**config.mk**
```make
export PLATFORM = sky130hd
export DESIGN_NAME = ad_cfg_bank
export DESIGN_NICKNAME = d
export VERILOG_FILES = /design/src/rtl/ad_cfg_pkg.sv /design/src/rtl/ad_cfg_chan.sv /design/src/rtl/ad_cfg_bank.sv
export SDC_FILE = /design/constraint.sdc
export NUM_CORES = 1
export LEC_CHECK = 0
export CAP_MARGIN = 20
export CORE_AREA = 5 5 182 184
export CTS_CLUSTER_SIZE = 40
export DETAILED_ROUTE_END_ITERATION = 10
export DIE_AREA = 0 0 187 189
export HOLD_SLACK_MARGIN = 0.15
export PLACE_DENSITY = 0.8
export SETUP_SLACK_MARGIN = 0.5
export SLEW_MARGIN = 20
export SYNTH_ARGS = -nofsm -noshare
export SYNTH_HDL_FRONTEND = slang
export SYNTH_SLANG_ARGS = --single-unit
```
**constraint.sdc**
```tcl
create_clock -name clk_sys -period 2.4 [get_ports clk_sys]
set_input_delay 0.24 -clock clk_sys [delete_from_list [all_inputs] [get_ports clk_sys]]
set_output_delay 0.24 -clock clk_sys [all_outputs]
set_load 0.02 [all_outputs]
```
**src/rtl/ad_cfg_pkg.sv**
```systemverilog
// Shared constants and types for the AD configuration bank.
package ad_cfg_pkg;

  // Largest supported channel count.
  localparam int unsigned MaxChNum = 8;

  // Global register offsets.
  localparam logic [7:0] OffModId  = 8'h00;
  localparam logic [7:0] OffChNum  = 8'h01;
  localparam logic [7:0] OffCommit = 8'h08;
  localparam logic [7:0] OffErr    = 8'h0C;
  localparam logic [7:0] OffPend   = 8'h0D;

  // Channel windows start at ChBase and repeat every ChStride bytes.
  localparam logic [7:0] ChBase    = 8'h20;
  localparam logic [7:0] ChStride  = 8'h10;
  localparam logic [3:0] ChBaseIdx = 4'(ChBase / ChStride);

  // Field offsets within a channel window.
  localparam logic [3:0] FldSample = 4'h0;
  localparam logic [3:0] FldAdTp   = 4'h1;
  localparam logic [3:0] FldBase0  = 4'h4;
  localparam logic [3:0] FldBase1  = 4'h5;
  localparam logic [3:0] FldBase2  = 4'h6;
  localparam logic [3:0] FldStep   = 4'h7;

  // Optional debug scratch window.
  localparam logic [7:0]  DbgBase = 8'hF0;
  localparam int unsigned DbgNum  = 8;
  localparam logic [7:0]  DbgRst  = 8'h80;

  // Reset values for every channel's shadow and active sets.
  localparam logic [7:0]  RstSample = 8'd20;
  localparam logic [7:0]  RstAdTp   = 8'd0;
  localparam logic [23:0] RstTpBase = 24'd0;
  localparam logic [7:0]  RstTpStep = 8'd1;

  typedef struct packed {
    logic [7:0]  sample;
    logic [7:0]  ad_tp;
    logic [23:0] tp_base;
    logic [7:0]  tp_step;
  } chan_cfg_t;

  localparam chan_cfg_t ChanCfgRst = '{
    sample:  RstSample,
    ad_tp:   RstAdTp,
    tp_base: RstTpBase,
    tp_step: RstTpStep
  };

endpackage

```
**src/rtl/ad_cfg_chan.sv**
```systemverilog
// One channel of the AD configuration bank: shadow set, active set, pending flag,
// commit / update-pulse logic and the shadow read mux.
module ad_cfg_chan
  import ad_cfg_pkg::*;
#(
  parameter bit AutoCommit = 1'b0
) (
  input  logic        clk_i,
  input  logic        rst_i,
  input  logic        wr_i,
  input  logic [3:0]  wfld_i,
  input  logic [7:0]  wdata_i,
  input  logic        rd_i,
  input  logic [3:0]  rfld_i,
  input  logic        commit_i,
  output logic [7:0]  sample_o,
  output logic [7:0]  ad_tp_o,
  output logic [23:0] tp_base_o,
  output logic [7:0]  tp_step_o,
  output logic        upd_o,
  output logic        pending_o,
  output logic [7:0]  rdata_o
);

  chan_cfg_t shadow_q, shadow_d;
  chan_cfg_t active_q, active_d;
  logic      pending_q, pending_d;
  logic      upd_q, upd_d;
  logic      wr_hit;
  logic      do_commit;

  // Shadow writes, pending tracking and commit into the active set.
  always_comb begin
    shadow_d = shadow_q;
    wr_hit   = 1'b0;
    if (wr_i) begin
      wr_hit = 1'b1;
      case (wfld_i)
        FldSample: shadow_d.sample          = wdata_i;
        FldAdTp:   shadow_d.ad_tp           = wdata_i;
        FldBase0:  shadow_d.tp_base[7:0]    = wdata_i;
        FldBase1:  shadow_d.tp_base[15:8]   = wdata_i;
        FldBase2:  shadow_d.tp_base[23:16]  = wdata_i;
        FldStep:   shadow_d.tp_step         = wdata_i;
        default:   wr_hit = 1'b0;
      endcase
    end

    // Auto mode commits on the cycle after the write, when pending is visible.
    do_commit = pending_q && (commit_i || AutoCommit);
    active_d  = do_commit ? shadow_q : active_q;
    upd_d     = do_commit;

    // A write landing together with a commit keeps the channel pending.
    pending_d = pending_q;
    if (do_commit) pending_d = 1'b0;
    if (wr_hit)    pending_d = 1'b1;
  end

  // Channel state; reset discards anything pending without an update pulse.
  always_ff @(posedge clk_i) begin
    if (rst_i) begin
      shadow_q  <= ChanCfgRst;
      active_q  <= ChanCfgRst;
      pending_q <= 1'b0;
      upd_q     <= 1'b0;
    end else begin
      shadow_q  <= shadow_d;
      active_q  <= active_d;
      pending_q <= pending_d;
      upd_q     <= upd_d;
    end
  end

  // Shadow read mux, zero when not selected or offset undefined.
  always_comb begin
    rdata_o = 8'd0;
    if (rd_i) begin
      case (rfld_i)
        FldSample: rdata_o = shadow_q.sample;
        FldAdTp:   rdata_o = shadow_q.ad_tp;
        FldBase0:  rdata_o = shadow_q.tp_base[7:0];
        FldBase1:  rdata_o = shadow_q.tp_base[15:8];
        FldBase2:  rdata_o = shadow_q.tp_base[23:16];
        FldStep:   rdata_o = shadow_q.tp_step;
        default:   rdata_o = 8'd0;
      endcase
    end
  end

  assign sample_o  = active_q.sample;
  assign ad_tp_o   = active_q.ad_tp;
  assign tp_base_o = active_q.tp_base;
  assign tp_step_o = active_q.tp_step;
  assign upd_o     = upd_q;
  assign pending_o = pending_q;

endmodule

```
**src/rtl/ad_cfg_bank.sv**
```systemverilog
// Multi-channel AD configuration register bank on the fx bus.
// Holds address decode, global registers, sticky error flags and the read-data combine.
// Optional macro AD_CFG_DBG_EN adds eight debug scratch registers at 0xF0..0xF7.
module ad_cfg_bank
  import ad_cfg_pkg::*;
#(
  parameter int unsigned CH_NUM      = 4,
  parameter int unsigned AUTO_COMMIT = 0
) (
  input  logic                 clk_sys,
  input  logic                 rst,
  input  logic [5:0]           mod_id,
  input  logic                 fx_wr,
  input  logic [15:0]          fx_waddr,
  input  logic [7:0]           fx_data,
  input  logic                 fx_rd,
  input  logic [15:0]          fx_raddr,
  output logic [7:0]           fx_q,
  output logic                 fx_qv,
  input  logic [CH_NUM-1:0]    ad_err,
  output logic [CH_NUM*8-1:0]  cfg_sample,
  output logic [CH_NUM*8-1:0]  cfg_ad_tp,
  output logic [CH_NUM*24-1:0] cfg_tp_base,
  output logic [CH_NUM*8-1:0]  cfg_tp_step,
  output logic [CH_NUM-1:0]    cfg_upd,
  output logic                 err_irq
);

  if (CH_NUM < 1 || CH_NUM > MaxChNum) begin : g_bad_ch_num
    $error("ad_cfg_bank: CH_NUM must be in 1..8");
  end

  logic              wr_sel, rd_sel;
  logic [7:0]        w_off, r_off;
  logic [CH_NUM-1:0] ch_wr, ch_rd;
  logic [CH_NUM-1:0] commit_vec;
  logic [CH_NUM-1:0] pending;
  logic [CH_NUM-1:0] err_q, err_d, err_clr;
  logic              err_irq_q;
  logic [7:0]        ch_rdata [CH_NUM];
  logic [7:0]        dbg_rdata;
  logic [7:0]        rdata_d;
  logic [7:0]        fx_q_q;
  logic              fx_qv_q;
  logic [7:0]        err_rd, pend_rd;
  logic              unused_addr;

  assign unused_addr = ^{fx_waddr[15:14], fx_raddr[15:14]};

  assign wr_sel = fx_wr && (fx_waddr[13:8] == mod_id);
  assign rd_sel = fx_rd && (fx_raddr[13:8] == mod_id);
  assign w_off  = fx_waddr[7:0];
  assign r_off  = fx_raddr[7:0];

  assign commit_vec = (wr_sel && w_off == OffCommit) ? fx_data[CH_NUM-1:0] : '0;
  assign err_clr    = (wr_sel && w_off == OffErr)    ? fx_data[CH_NUM-1:0] : '0;

  for (genvar c = 0; c < CH_NUM; c++) begin : g_chan
    // Channel windows are 16 bytes each, so bits [7:4] select the channel.
    assign ch_wr[c] = wr_sel && (w_off[7:4] == ChBaseIdx + 4'(c));
    assign ch_rd[c] = rd_sel && (r_off[7:4] == ChBaseIdx + 4'(c));

    ad_cfg_chan #(
      .AutoCommit (AUTO_COMMIT != 0)
    ) u_chan (
      .clk_i     (clk_sys),
      .rst_i     (rst),
      .wr_i      (ch_wr[c]),
      .wfld_i    (w_off[3:0]),
      .wdata_i   (fx_data),
      .rd_i      (ch_rd[c]),
      .rfld_i    (r_off[3:0]),
      .commit_i  (commit_vec[c]),
      .sample_o  (cfg_sample[c*8 +: 8]),
      .ad_tp_o   (cfg_ad_tp[c*8 +: 8]),
      .tp_base_o (cfg_tp_base[c*24 +: 24]),
      .tp_step_o (cfg_tp_step[c*8 +: 8]),
      .upd_o     (cfg_upd[c]),
      .pending_o (pending[c]),
      .rdata_o   (ch_rdata[c])
    );
  end

  // Sticky errors: a new event wins over a same-cycle clear.
  always_comb begin
    err_d = (err_q & ~err_clr) | ad_err;
  end

  // Error flags and the interrupt, which lags the flags by one cycle.
  always_ff @(posedge clk_sys) begin
    if (rst) begin
      err_q     <= '0;
      err_irq_q <= 1'b0;
    end else begin
      err_q     <= err_d;
      err_irq_q <= |err_q;
    end
  end

`ifdef AD_CFG_DBG_EN
  logic [7:0] dbg_q [DbgNum];
  logic [7:0] dbg_d [DbgNum];

  // Debug scratch writes.
  always_comb begin
    for (int i = 0; i < DbgNum; i++) dbg_d[i] = dbg_q[i];
    if (wr_sel && w_off[7:3] == DbgBase[7:3]) dbg_d[w_off[2:0]] = fx_data;
  end

  // Debug scratch storage with distinct reset patterns.
  always_ff @(posedge clk_sys) begin
    if (rst) begin
      for (int i = 0; i < DbgNum; i++) dbg_q[i] <= DbgRst + 8'(i);
    end else begin
      dbg_q <= dbg_d;
    end
  end

  assign dbg_rdata = (rd_sel && r_off[7:3] == DbgBase[7:3]) ? dbg_q[r_off[2:0]] : 8'd0;
`else
  assign dbg_rdata = 8'd0;
`endif

  // Read data: global registers plus the OR of the already-gated channel muxes.
  always_comb begin
    err_rd               = 8'd0;
    pend_rd              = 8'd0;
    err_rd[CH_NUM-1:0]   = err_q;
    pend_rd[CH_NUM-1:0]  = pending;
    rdata_d              = dbg_rdata;
    if (rd_sel) begin
      case (r_off)
        OffModId: rdata_d = rdata_d | {2'b00, mod_id};
        OffChNum: rdata_d = rdata_d | 8'(CH_NUM);
        OffErr:   rdata_d = rdata_d | err_rd;
        OffPend:  rdata_d = rdata_d | pend_rd;
        default:  ;
      endcase
    end
    for (int c = 0; c < CH_NUM; c++) rdata_d = rdata_d | ch_rdata[c];
  end

  // Registered read port.
  always_ff @(posedge clk_sys) begin
    if (rst) begin
      fx_q_q  <= 8'd0;
      fx_qv_q <= 1'b0;
    end else begin
      fx_q_q  <= rdata_d;
      fx_qv_q <= rd_sel;
    end
  end

  assign fx_q    = fx_q_q;
  assign fx_qv   = fx_qv_q;
  assign err_irq = err_irq_q;

endmodule

```
==> results.yml, run 1 <==
sta:
  worst_pin_slew_ns: 0.748
  layout_min_cycle_time_ns: 1.86
  fmax_mhz: 537
  grt_setup_unrepaired: "yes"
  finalCritPeriodShare_pct: 77.6
  finalSetupViolCount: 0
  slew_headroom_pct: 50.1
  hold_viol: 0
  tns_ns: 0
  finalMaxSlewViolations: 0
  finClkSkew_ns: 0.00962
routing:
  num_vias: 13445
  first_pass_iters: 5
  via_per_inst: 5.66
  ant_nets: 0
  drc: 0
  drt_iter0_markers: 1260
  wirelength_um: 50300
  wire_per_inst_um: 21.2
place:
  place_inst: 2288
  place_area_um2: 20100
  gp_congestion: 0.886
  dp.final_hpwl_um: 35700
  io_buffers: 255
cts:
  clkTransAtPathRegs_ns: 0.06
  clk_latency_ns: 0.53
  clockBufferDepth: 3
  cts_tree: "built"
  cts_sinks: 406
  numCtsBuffers: 42
  htreeDepth: 2
  cts_root_buffer: "clkbuf_16"
logic_synthesis:
  synth-edff-count: 0
  syn_area_um2: 16700
  yosysUniqueCellTypes: 57
  synth_top_family_by_area: "multiplexers"
  avgSynthCellArea_um2: 10.1
  syn_nets: 1706
  synth_fa_ha_area_share_pct: 0
  yosys_warnings: 0
  synthMuxAreaShare_pct: 28.8
  synth_xor_area_share_pct: 0.974
  synthCells: 1652
  yosys.area_share.simple_pct: 14.2
  ys_seq_elements: 406
  async_reset_ff_share_pct: 0
  seq_area_frac_synth_pct: 48.7
  synth_compound_area_share_pct: 3.53
  ys_dominant_reg_cell: "dfxtp_1"
global_route:
  grt-ovfl-total: 0
  grt_pass1_wl_um: 78000
  grt_max_degree: 136
  antenna_found_initial: 5
  grt_pass1_vias: 13779
  grt_usage_pct: 27.5
critical_path:
  cp-end-kind: "flop"
  critPathLaunchType: "primary input"
  worstPathMaxFanout: 10
  rrSetupSlack_ns: 0.64
  required_ns: 2.85
  critPathKind: "in2reg"
  cp.arrival_ns: 2.31
floorplanning:
  pin_count: 260
  fp.dieH_um: 189
  coreArea_um2: 31200
  die_w_um: 187
  std_cell_rows: 65
  die_area_um2: 35300
  start_util_pct: 53.5
pwr:
  vdd.ir_drop.worst_v: 0.000520
  powerDensity_nw_per_um2: 654
  p_leak_uw: 0.00934
cells_and_area:
  nets: 1994
  area_growth_pct: 29.5
  layout.cells.non_filler: 2375
  drive_gt1_share_pct: 11.2
  design_area_um2: 21600
run_status:
  status: "completed"
min_path:
  min_path_type: "in2reg"
flow_run:
  cap_viol_max_count: 0
==> cell families (layout without fill, tap and decap cells) <==
family,Yosys count,in the layout
compound gates,94,94
xor+xnor,13,13
buf+inv,120,436
flops,406,406
mux,476,476
other cells,0,5
simple gates,543,543
==> final timing paths <==
path	startpoint	endpoint	cells past startpoint
setup / recovery	fx_raddr[3]	fx_q[1]$_SDFF_PP0_	7
hold reg to reg	g_chan[1].u_chan.sample_o[0]$_SDFFE_PP0P_	g_chan[1].u_chan.sample_o[0]$_SDFFE_PP0P_	2
hold / removal	mod_id[5]	fx_q[5]$_SDFF_PP0_	3
setup reg to reg	g_chan[1].u_chan.shadow_q[22]$_SDFFE_PP0P_	fx_q[6]$_SDFF_PP0_	5
==> power by group <==
group | leakage [uW] | switching (uW) | total [uW] | internal, uW
combinational | 0.00536 | 420 | 665 | 245
clock | 0.000711 | 2610 | 6730 | 4120
sequential | 0.00327 | 5.17 | 6750 | 6740
total | 0.00934 | 3040 | 14100 | 11100
==> per-layer routing <==
metal	wire [um]	vias to the layer above	GRT usage [%]	share of wire (%)
met2	23900	580	45.8	47
met4	1680	0	10.2	3.3
met5	0	-	0	0
met1	21300	6492	36.2	42
met3	3500	106	4.61	6.9
li1	-	6267	-	-
==> sequential cells by signal, indices dropped and copies added (netlist names) <==
register,flops
g_chan.u_chan.shadow_q,192
g_chan.u_chan.tp_base_o,96
g_chan.u_chan.ad_tp_o,32
g_chan.u_chan.sample_o,32
g_chan.u_chan.tp_step_o,32
fx_q,8
err_q,4
g_chan.u_chan.pending_o,4
g_chan.u_chan.upd_o,4
err_irq,1
fx_qv,1
==> what timing repair did <==
item,in CTS,in global routing
gates cloned,1,0
endpoints found under the hold margin,2,0
pin swaps,10,7
resized for setup,14,8
setup endpoints to repair,300,95
setup buffers,6,2
hold buffers,1,0
==> through the flow <==
step | setup slack, ns | hold WS (ns) | util [%] | power, uW
finish | 0.537 | 0.311 | 69.2 | 14100
global route | 0.452 | 0.326 | 69.2 | 14500
CTS | 0.501 | 0.326 | 69.1 | 14200
detailed placement | -0.141 | 0.446 | 64.2 | 7540
global placement | -0.0842 | 0.447 | 64.2 | 7530
floorplan | 0.569 | 0.349 | - | 7230
==> layout make-up <==
type | instances | area [um2]
Fill cell | 2303 | 9610
Sequential cell | 406 | 8130
Multi-Input combinational cell | 1126 | 7960
Timing Repair Buffer | 358 | 3550
Clock buffer | 58 | 1230
Tap cell | 402 | 503
Clock inverter | 14 | 205
Inverter | 6 | 30.0
Antenna cell | 5 | 12.5
==> synthesized netlist by cell type, drive strengths merged, types with 2 or more instances <==
cell | number | area [um2]
nor4b | 4 | 50.1
a21o | 3 | 22.5
a22o | 2 | 17.5
or3b | 3 | 26.3
a22oi | 3 | 22.5
a21oi | 7 | 35.0
buf | 44 | 358
nand2b | 2 | 12.5
or3 | 2 | 12.5
mux4 | 3 | 67.6
nor4 | 11 | 129
o21ai | 32 | 160
clkbuf | 70 | 263
nor2 | 72 | 270
o22ai | 26 | 163
nor2b | 4 | 25.0
and3 | 5 | 31.3
and2 | 4 | 25.0
inv | 6 | 22.5
a31oi | 4 | 25.0
mux2i | 472 | 4720
xor2 | 6 | 71.3
nand3b | 4 | 30.0
xnor2 | 7 | 91.3
nor3 | 4 | 20.0
a311oi | 4 | 35.0
nand3 | 5 | 25.0
nand2 | 407 | 1590
nand4 | 10 | 77.6
dfxtp | 406 | 8130
nor3b | 3 | 22.5
o2bb2ai | 4 | 35.0
==> worst max-delay path: stages <==
cell	delay, ns
clkdlybuf4s50_1	0.51
or3b_2	0.53
buf_4	0.22
o22ai_1	0.27
o21ai_0	0.20
nand4_1	0.19
o2bb2ai_1	0.14
==> cells in the final DEF (no fill, tap or decap), types with 3 or more instances in the layout <==
| cell type | instances |
|---|---|
| o2bb2ai_1 | 4 |
| nand2_1 | 384 |
| a21o_1 | 3 |
| mux2i_1 | 472 |
| and2_1 | 3 |
| nand4_1 | 9 |
| buf_2 | 3 |
| nor4b_1 | 3 |
| a311oi_1 | 4 |
| nor4_4 | 4 |
| o22ai_1 | 26 |
| a22oi_1 | 3 |
| nor3_1 | 4 |
| nand2_2 | 23 |
| nor2_1 | 72 |
| clkbuf_16 | 43 |
| a31oi_1 | 4 |
| clkdlybuf4s50_1 | 236 |
| clkinv_2 | 6 |
| nand3b_1 | 4 |
| nand3_1 | 4 |
| diode_2 | 5 |
| nor4_1 | 6 |
| xnor2_2 | 5 |
| and3_1 | 3 |
| o21ai_0 | 30 |
| bufinv_16 | 5 |
| xor2_1 | 5 |
| dlymetal6s2s_1 | 5 |
| dfxtp_1 | 406 |
| nor3b_1 | 3 |
| a21oi_1 | 7 |
| clkbuf_1 | 5 |
| dlygate4sd2_1 | 11 |
| clkbuf_8 | 10 |
| buf_4 | 84 |
| or3b_2 | 3 |
| buf_12 | 17 |
| inv_1 | 5 |
| mux4_2 | 3 |
Note: power is estimated with default switching activity, not from simulation.
==> run 2: changes to the inputs <==
==> constraint.sdc (replaced) <==
create_clock -name clk_sys -period 1.95 [get_ports clk_sys]
set_input_delay 0.195 -clock clk_sys [delete_from_list [all_inputs] [get_ports clk_sys]]
set_output_delay 0.195 -clock clk_sys [all_outputs]
set_load 0.02 [all_outputs]
==> run 2 against run 1 <==
Die area unchanged. Via count up 5.8%. Clock power up 24%. Clock skew up 0.010 ns. Combinational power up 45%. Worst setup slack worse by 0.35 ns. Power up 24%. Critical endpoint is now g_chan[1].u_chan.sample_o[6]$_SDFFE_PP0P_. Sequential cell count unchanged. Core utilization up 4.8 points. Final area up 7.0%. Register-to-register slack worse by 0.23 ns. Critical path depth up 5.
==> results.yml, run 2 (same netlist as run 1, synthesis figures left out) <==
run_status:
  status: "completed"
floorplanning:
  coreArea_um2: 31200
  die_area_um2: 35300
  std_cell_rows: 65
  fp.dieH_um: 189
  pin_count: 260
  start_util_pct: 53.5
  die_w_um: 187
cells_and_area:
  multi_input_area_um2: 8430
  seq_area_um2: 8140
  final_cell_mix: "mux2i_1 (451), dfxtp_1 (398), nand2_1 (381)"
  final_common_cell: "mux2i_1"
  area_growth_pct: 38.6
  final_util_pct: 74.1
  drive_gt1_share_pct: 19.2
  n_fill_cell: 2114
  nets: 2076
  largest_reg_flops: 192
  top_register: "g_chan.u_chan.shadow_q"
sta:
  finalCritPeriodShare_pct: 90.4
  worst_pin_slew_ns: 0.847
  fmax_mhz: 567
  slew_headroom_pct: 43.6
  finClkSkew_ns: 0.0200
  finalMaxSlewViolations: 0
  layout_min_cycle_time_ns: 1.76
  grt_setup_unrepaired: "yes"
  hold_viol: 0
  finalSetupViolCount: 0
pwr:
  clockPowerShare_pct: 47.4
  p_sw_uw: 3950
  vdd.ir_drop.worst_v: 0.000554
  comb_power_share_pct: 5.5
  p_sw_share_pct: 22.4
  p_leak_uw: 0.0110
  intPower_uw: 13700
  p_seq_share_pct: 47.2
  design_power_total_uw: 17600
  powerDensity_nw_per_um2: 761
cts:
  cts_sinks: 406
  clockBufferDepth: 3
  clkTransAtPathRegs_ns: 0.06
  cts_root_buffer: "clkbuf_16"
  numCtsBuffers: 41
  htreeDepth: 2
  clk_latency_ns: 0.54
  cts_tree: "built"
global_route:
  antenna_found_initial: 3
  grt_pass1_wl_um: 83400
  grt_usage_pct: 29.7
  grt_pass1_vias: 14358
  grt_max_degree: 172
  grt-ovfl-total: 0
critical_path:
  critPathLaunch: "fx_waddr[6]"
  rr_startpoint: "g_chan[1].u_chan.shadow_q[22]$_SDFFE_PP0P_"
  critPathLaunchType: "primary input"
  required_ns: 2.41
  cp_common_cell: "buf_12"
  r2r-end: "fx_q[6]$_SDFF_PP0_"
  rrSetupSlack_ns: 0.41
  slowest_stage: "nor4_4"
  critPathMaxStageDelay_ns: 0.29
  critPathKind: "in2reg"
  worstPathMaxFanout: 6
  crit_chain: "buf_8 > nor4_4 > nand4_1 > nor4b_4 > buf_4 > buf_6 > and3_4 > buf_12 > buf_12 > buf_12 > buf_16 > mux2i_2"
  reg2regPathDepth: 5
  endpoint: "g_chan[1].u_chan.sample_o[6]$_SDFFE_PP0P_"
  cp-end-kind: "flop"
  cp.arrival_ns: 2.22
place:
  gp_congestion: 0.865
  dp.final_hpwl_um: 36100
  io_buffers: 255
routing:
  first_pass_iters: 5
  num_vias: 14230
  drt_iter0_markers: 1375
  wire_per_inst_um: 22.7
  ant_nets: 0
  wirelength_um: 55900
  drc: 0
  via_per_inst: 5.79
flow_run:
  cap_viol_max_count: 0
min_path:
  min_path_type: "in2reg"
run 2: cell count changes in the layout (fill, tap and decap cells not counted), sizes merged, moves of 2 or more:
cell / before / now
clkinv: 6 / 8
clkbuf: 58 / 73
dlygate4sd2: 11 / 150
buf: 104 / 194
dlygate4sd3: 1 / 4
clkdlybuf4s15: 0 / 48
diode: 5 / 3
clkdlybuf4s50: 236 / 23
run 2: what timing repair did:
| item | in CTS | in global routing |
|---|---|---|
| buffers inserted | 29 | 8 |
| gates resized for setup | 374 | 143 |
| hold endpoints to repair | 20 | 1 |
| cloned | 19 | 0 |
| hold buffers | 4 | 1 |
| endpoints found under the setup margin | 610 | 367 |
| pin swaps | 20 | 16 |
run 2: through the flow:
step                instances  setup TNS, ns  hold WS [ns]  instance area [um2]  setup WS [ns]
finish                   2459              0         0.290                23100          0.188
detailed placement       2320        -164.12         0.446                20400         -0.520
global route             2459              0         0.293                23100         0.0940
CTS                      2447              0         0.269                22700          0.273
floorplan                1652              0         0.304                16900          0.238
global placement         2320        -148.48         0.445                20400         -0.440
run 2: cell type report:
| class | instances | share of cell area, % |
|---|---|---|
| inverter | 6 | 0.130 |
| timing repair buffer | 441 | 19.9 |
| sequential | 406 | 35.2 |
| clock buffer | 58 | 5.19 |
| antenna | 3 | 0.0324 |
| clock inverter | 17 | 0.995 |
| multi-input combinational | 1126 | 36.4 |
| tap | 402 | 2.17 |
run 2: worst min path at each step:
stage | start | end | slack (ns) | cells past startpoint
2_1_floorplan | fx_data[0] | err_q[0]$_SDFF_PP0_ | 0.30 | 1
3_3_place_gp | g_chan[3].u_chan.ad_tp_o[4]$_SDFFE_PP0P_ | g_chan[3].u_chan.ad_tp_o[4]$_SDFFE_PP0P_ | 0.45 | 2
3_5_place_dp | g_chan[0].u_chan.ad_tp_o[0]$_SDFFE_PP0P_ | g_chan[0].u_chan.ad_tp_o[0]$_SDFFE_PP0P_ | 0.45 | 2
4_1_cts | rst | g_chan[3].u_chan.tp_base_o[21]$_SDFFE_PP0P_ | 0.27 | 5
5_1_grt | rst | g_chan[3].u_chan.tp_base_o[7]$_SDFFE_PP0P_ | 0.29 | 5
6_report | rst | g_chan[3].u_chan.tp_base_o[21]$_SDFFE_PP0P_ | 0.29 | 5
run 2: power groups by stage:
| stage | sequential, uW | combinational [uW] | clock (uW) |
|---|---|---|---|
| after detailed placement | 8490 | 864 | 0 |
| after global routing | 8300 | 993 | 8740 |
| after floorplan | 8490 | 423 | 0 |
| after global placement | 8490 | 856 | 0 |
| final | 8300 | 962 | 8340 |
| after CTS | 8300 | 908 | 8330 |
run 2: metal layers:
layer  vias up  track usage [%]  wire, um
met4         0             11.3      1860
li1       6431                -         -
met5         -                0         0
met2       734             50.0     26700
met3       138             5.79      4320
met1      6927             38.2     23100
run 2: worst max-delay path: cells and delay by family:
kind / cells / cell delay (ns)
buf+inv: 7 / 0.84
simple gates: 4 / 0.99
mux: 1 / 0.19
==> run 3: changes to the inputs <==
--- a/config.mk
+++ b/config.mk
@@ -10,7 +10,6 @@
 export CTS_CLUSTER_SIZE = 40
 export DETAILED_ROUTE_END_ITERATION = 10
 export DIE_AREA = 0 0 187 189
-export HOLD_SLACK_MARGIN = 0.15
 export PLACE_DENSITY = 0.8
 export SETUP_SLACK_MARGIN = 0.5
 export SLEW_MARGIN = 20
==> run 3 against run 2 <==
Clock skew down 0.0027 ns. First-iteration DRC count up 6.3%. Worst setup slack better by 0.027 ns. Die area unchanged. Critical path depth unchanged. Sequential cell count unchanged. Core utilization down 0.16 points. Worst hold slack worse by 0.19 ns. Critical endpoint unchanged. Largest cell class unchanged.
==> results.yml, run 3 (same netlist as run 1, synthesis figures left out) <==
cells_and_area:
  nets: 2071
  area_growth_pct: 38.3
  largest_reg_flops: 192
  top_register: "g_chan.u_chan.shadow_q"
  final_cell_mix: "mux2i_1 (450), dfxtp_1 (397), nand2_1 (381)"
  multi_input_area_um2: 8420
  final_common_cell: "mux2i_1"
  drive_gt1_share_pct: 19.4
  final_util_pct: 73.9
  n_fill_cell: 2112
  seq_area_um2: 8140
  layout.cells.non_filler: 2453
critical_path:
  critPathKind: "in2reg"
  cp.arrival_ns: 2.19
  required_ns: 2.41
  slowest_stage: "nor4_4"
  critPathLaunchType: "primary input"
  cp-end-kind: "flop"
  cp_common_cell: "buf_12"
  crit_chain: "buf_8 > nor4_4 > nand4_1 > nor4b_4 > buf_4 > buf_6 > and3_4 > buf_12 > buf_12 > buf_12 > buf_16 > mux2i_2"
  critPathMaxStageDelay_ns: 0.28
  worstPathMaxFanout: 6
pwr:
  clockPowerShare_pct: 47.3
  p_seq_share_pct: 47.3
  vdd.ir_drop.worst_v: 0.000551
  p_sw_share_pct: 22.2
  p_leak_uw: 0.0109
  p_sw_uw: 3900
  comb_power_share_pct: 5.4
  powerDensity_nw_per_um2: 760
  intPower_uw: 13600
floorplanning:
  std_cell_rows: 65
  start_util_pct: 53.5
  pin_count: 260
  coreArea_um2: 31200
  fp.dieH_um: 189
  die_w_um: 187
  die_area_um2: 35300
routing:
  ant_nets: 0
  wire_per_inst_um: 22.6
  drc: 0
  num_vias: 14112
  via_per_inst: 5.75
  drt_iter0_markers: 1462
  wirelength_um: 55500
  first_pass_iters: 5
global_route:
  grtUsageMet3_pct: 6.75
  grt_util_met2_pct: 48.9
  antenna_found_initial: 2
  grt_util_met1_pct: 37.6
  grt_usage_pct: 29.5
  grt_pass1_vias: 14351
  grt_pass1_wl_um: 82600
  grt_max_degree: 172
  grt-ovfl-total: 0
  top_usage_layer: "met2"
place:
  dp.final_hpwl_um: 36100
  io_buffers: 255
  gp_congestion: 0.865
  place_inst: 2320
run_status:
  status: "completed"
sta:
  hold_viol: 0
  finClkSkew_ns: 0.0172
  finalMaxSlewViolations: 0
  tns_ns: 0
  finalSetupViolCount: 0
  grt_setup_unrepaired: "yes"
  layout_min_cycle_time_ns: 1.74
  worst_pin_slew_ns: 0.766
  slew_headroom_pct: 48.9
  fmax_mhz: 576
  finalCritPeriodShare_pct: 89.0
cts:
  hold_buffers: 0
  clockBufferDepth: 3
  htreeDepth: 2
  cts_sinks: 406
  cts_root_buffer: "clkbuf_16"
  clk_latency_ns: 0.53
  cts_tree: "built"
  clkTransAtPathRegs_ns: 0.06
  numCtsBuffers: 41
flow_run:
  cap_viol_max_count: 0
min_path:
  min_path_type: "in2reg"
==> run 3: through the flow <==
| stage | hold slack (ns) | power (uW) | instance area, um2 | setup slack [ns] |
|---|---|---|---|---|
| after floorplan | 0.304 | 8910 | 16900 | 0.238 |
| after global placement | 0.445 | 9350 | 20400 | -0.440 |
| after detailed placement | 0.446 | 9350 | 20400 | -0.520 |
| after CTS | 0.0908 | 17500 | 22700 | 0.273 |
| after global routing | 0.110 | 18000 | 23100 | 0.122 |
| final | 0.101 | 17500 | 23100 | 0.215 |
==> run 3: critical path, delay by kind of cell <==
family	cells	cell delay, ns
buffers and inverters	7	0.83
muxes	1	0.20
and+or+nand+nor	4	0.96
==> run 3: layout make-up <==
| type | count | share of cell area [%] |
|---|---|---|
| Sequential cell | 406 | 35.3 |
| Inverter | 6 | 0.130 |
| Multi-Input combinational cell | 1126 | 36.5 |
| Antenna cell | 2 | 0.0217 |
| Timing Repair Buffer | 436 | 19.7 |
| Clock buffer | 58 | 5.20 |
| Tap cell | 402 | 2.18 |
| Clock inverter | 17 | 0.997 |
==> run 3: routing by layer <==
metal | up-vias | wire length (um)
li1 | 6412 | -
met2 | 713 | 26100
met3 | 159 | 4460
met5 | - | 0
met1 | 6828 | 22600
met4 | 0 | 2260
==> run 3: power groups by stage <==
stage | Combinational, uW | Sequential (uW) | Clock (uW)
6_report | 947 | 8300 | 8290
5_1_grt | 980 | 8300 | 8740
4_1_cts | 899 | 8300 | 8330
3_5_place_dp | 864 | 8490 | 0
3_3_place_gp | 856 | 8490 | 0
2_1_floorplan | 423 | 8490 | 0
==> run 3: repair_timing <==
item                                    4_1_cts  5_1_grt
gates resized for setup                     374      153
pin swaps                                    20       15
gates cloned                                 19        0
endpoints found under the setup margin      610      372
setup buffers                                29        8
==> run 3: final timing paths <==
| path | start | end | slack [ns] | cells past startpoint |
|---|---|---|---|---|
| max | fx_waddr[6] | g_chan[1].u_chan.sample_o[6]$_SDFFE_PP0P_ | 0.21 | 12 |
| min | rst | g_chan[2].u_chan.tp_step_o[2]$_SDFFE_PP0P_ | 0.10 | 4 |
| max reg2reg | g_chan[3].u_chan.shadow_q[12]$_SDFFE_PP0P_ | fx_q[4]$_SDFF_PP0_ | 0.40 | 5 |
| min reg2reg | g_chan[0].u_chan.tp_base_o[13]$_SDFFE_PP0P_ | g_chan[0].u_chan.tp_base_o[13]$_SDFFE_PP0P_ | 0.46 | 2 |
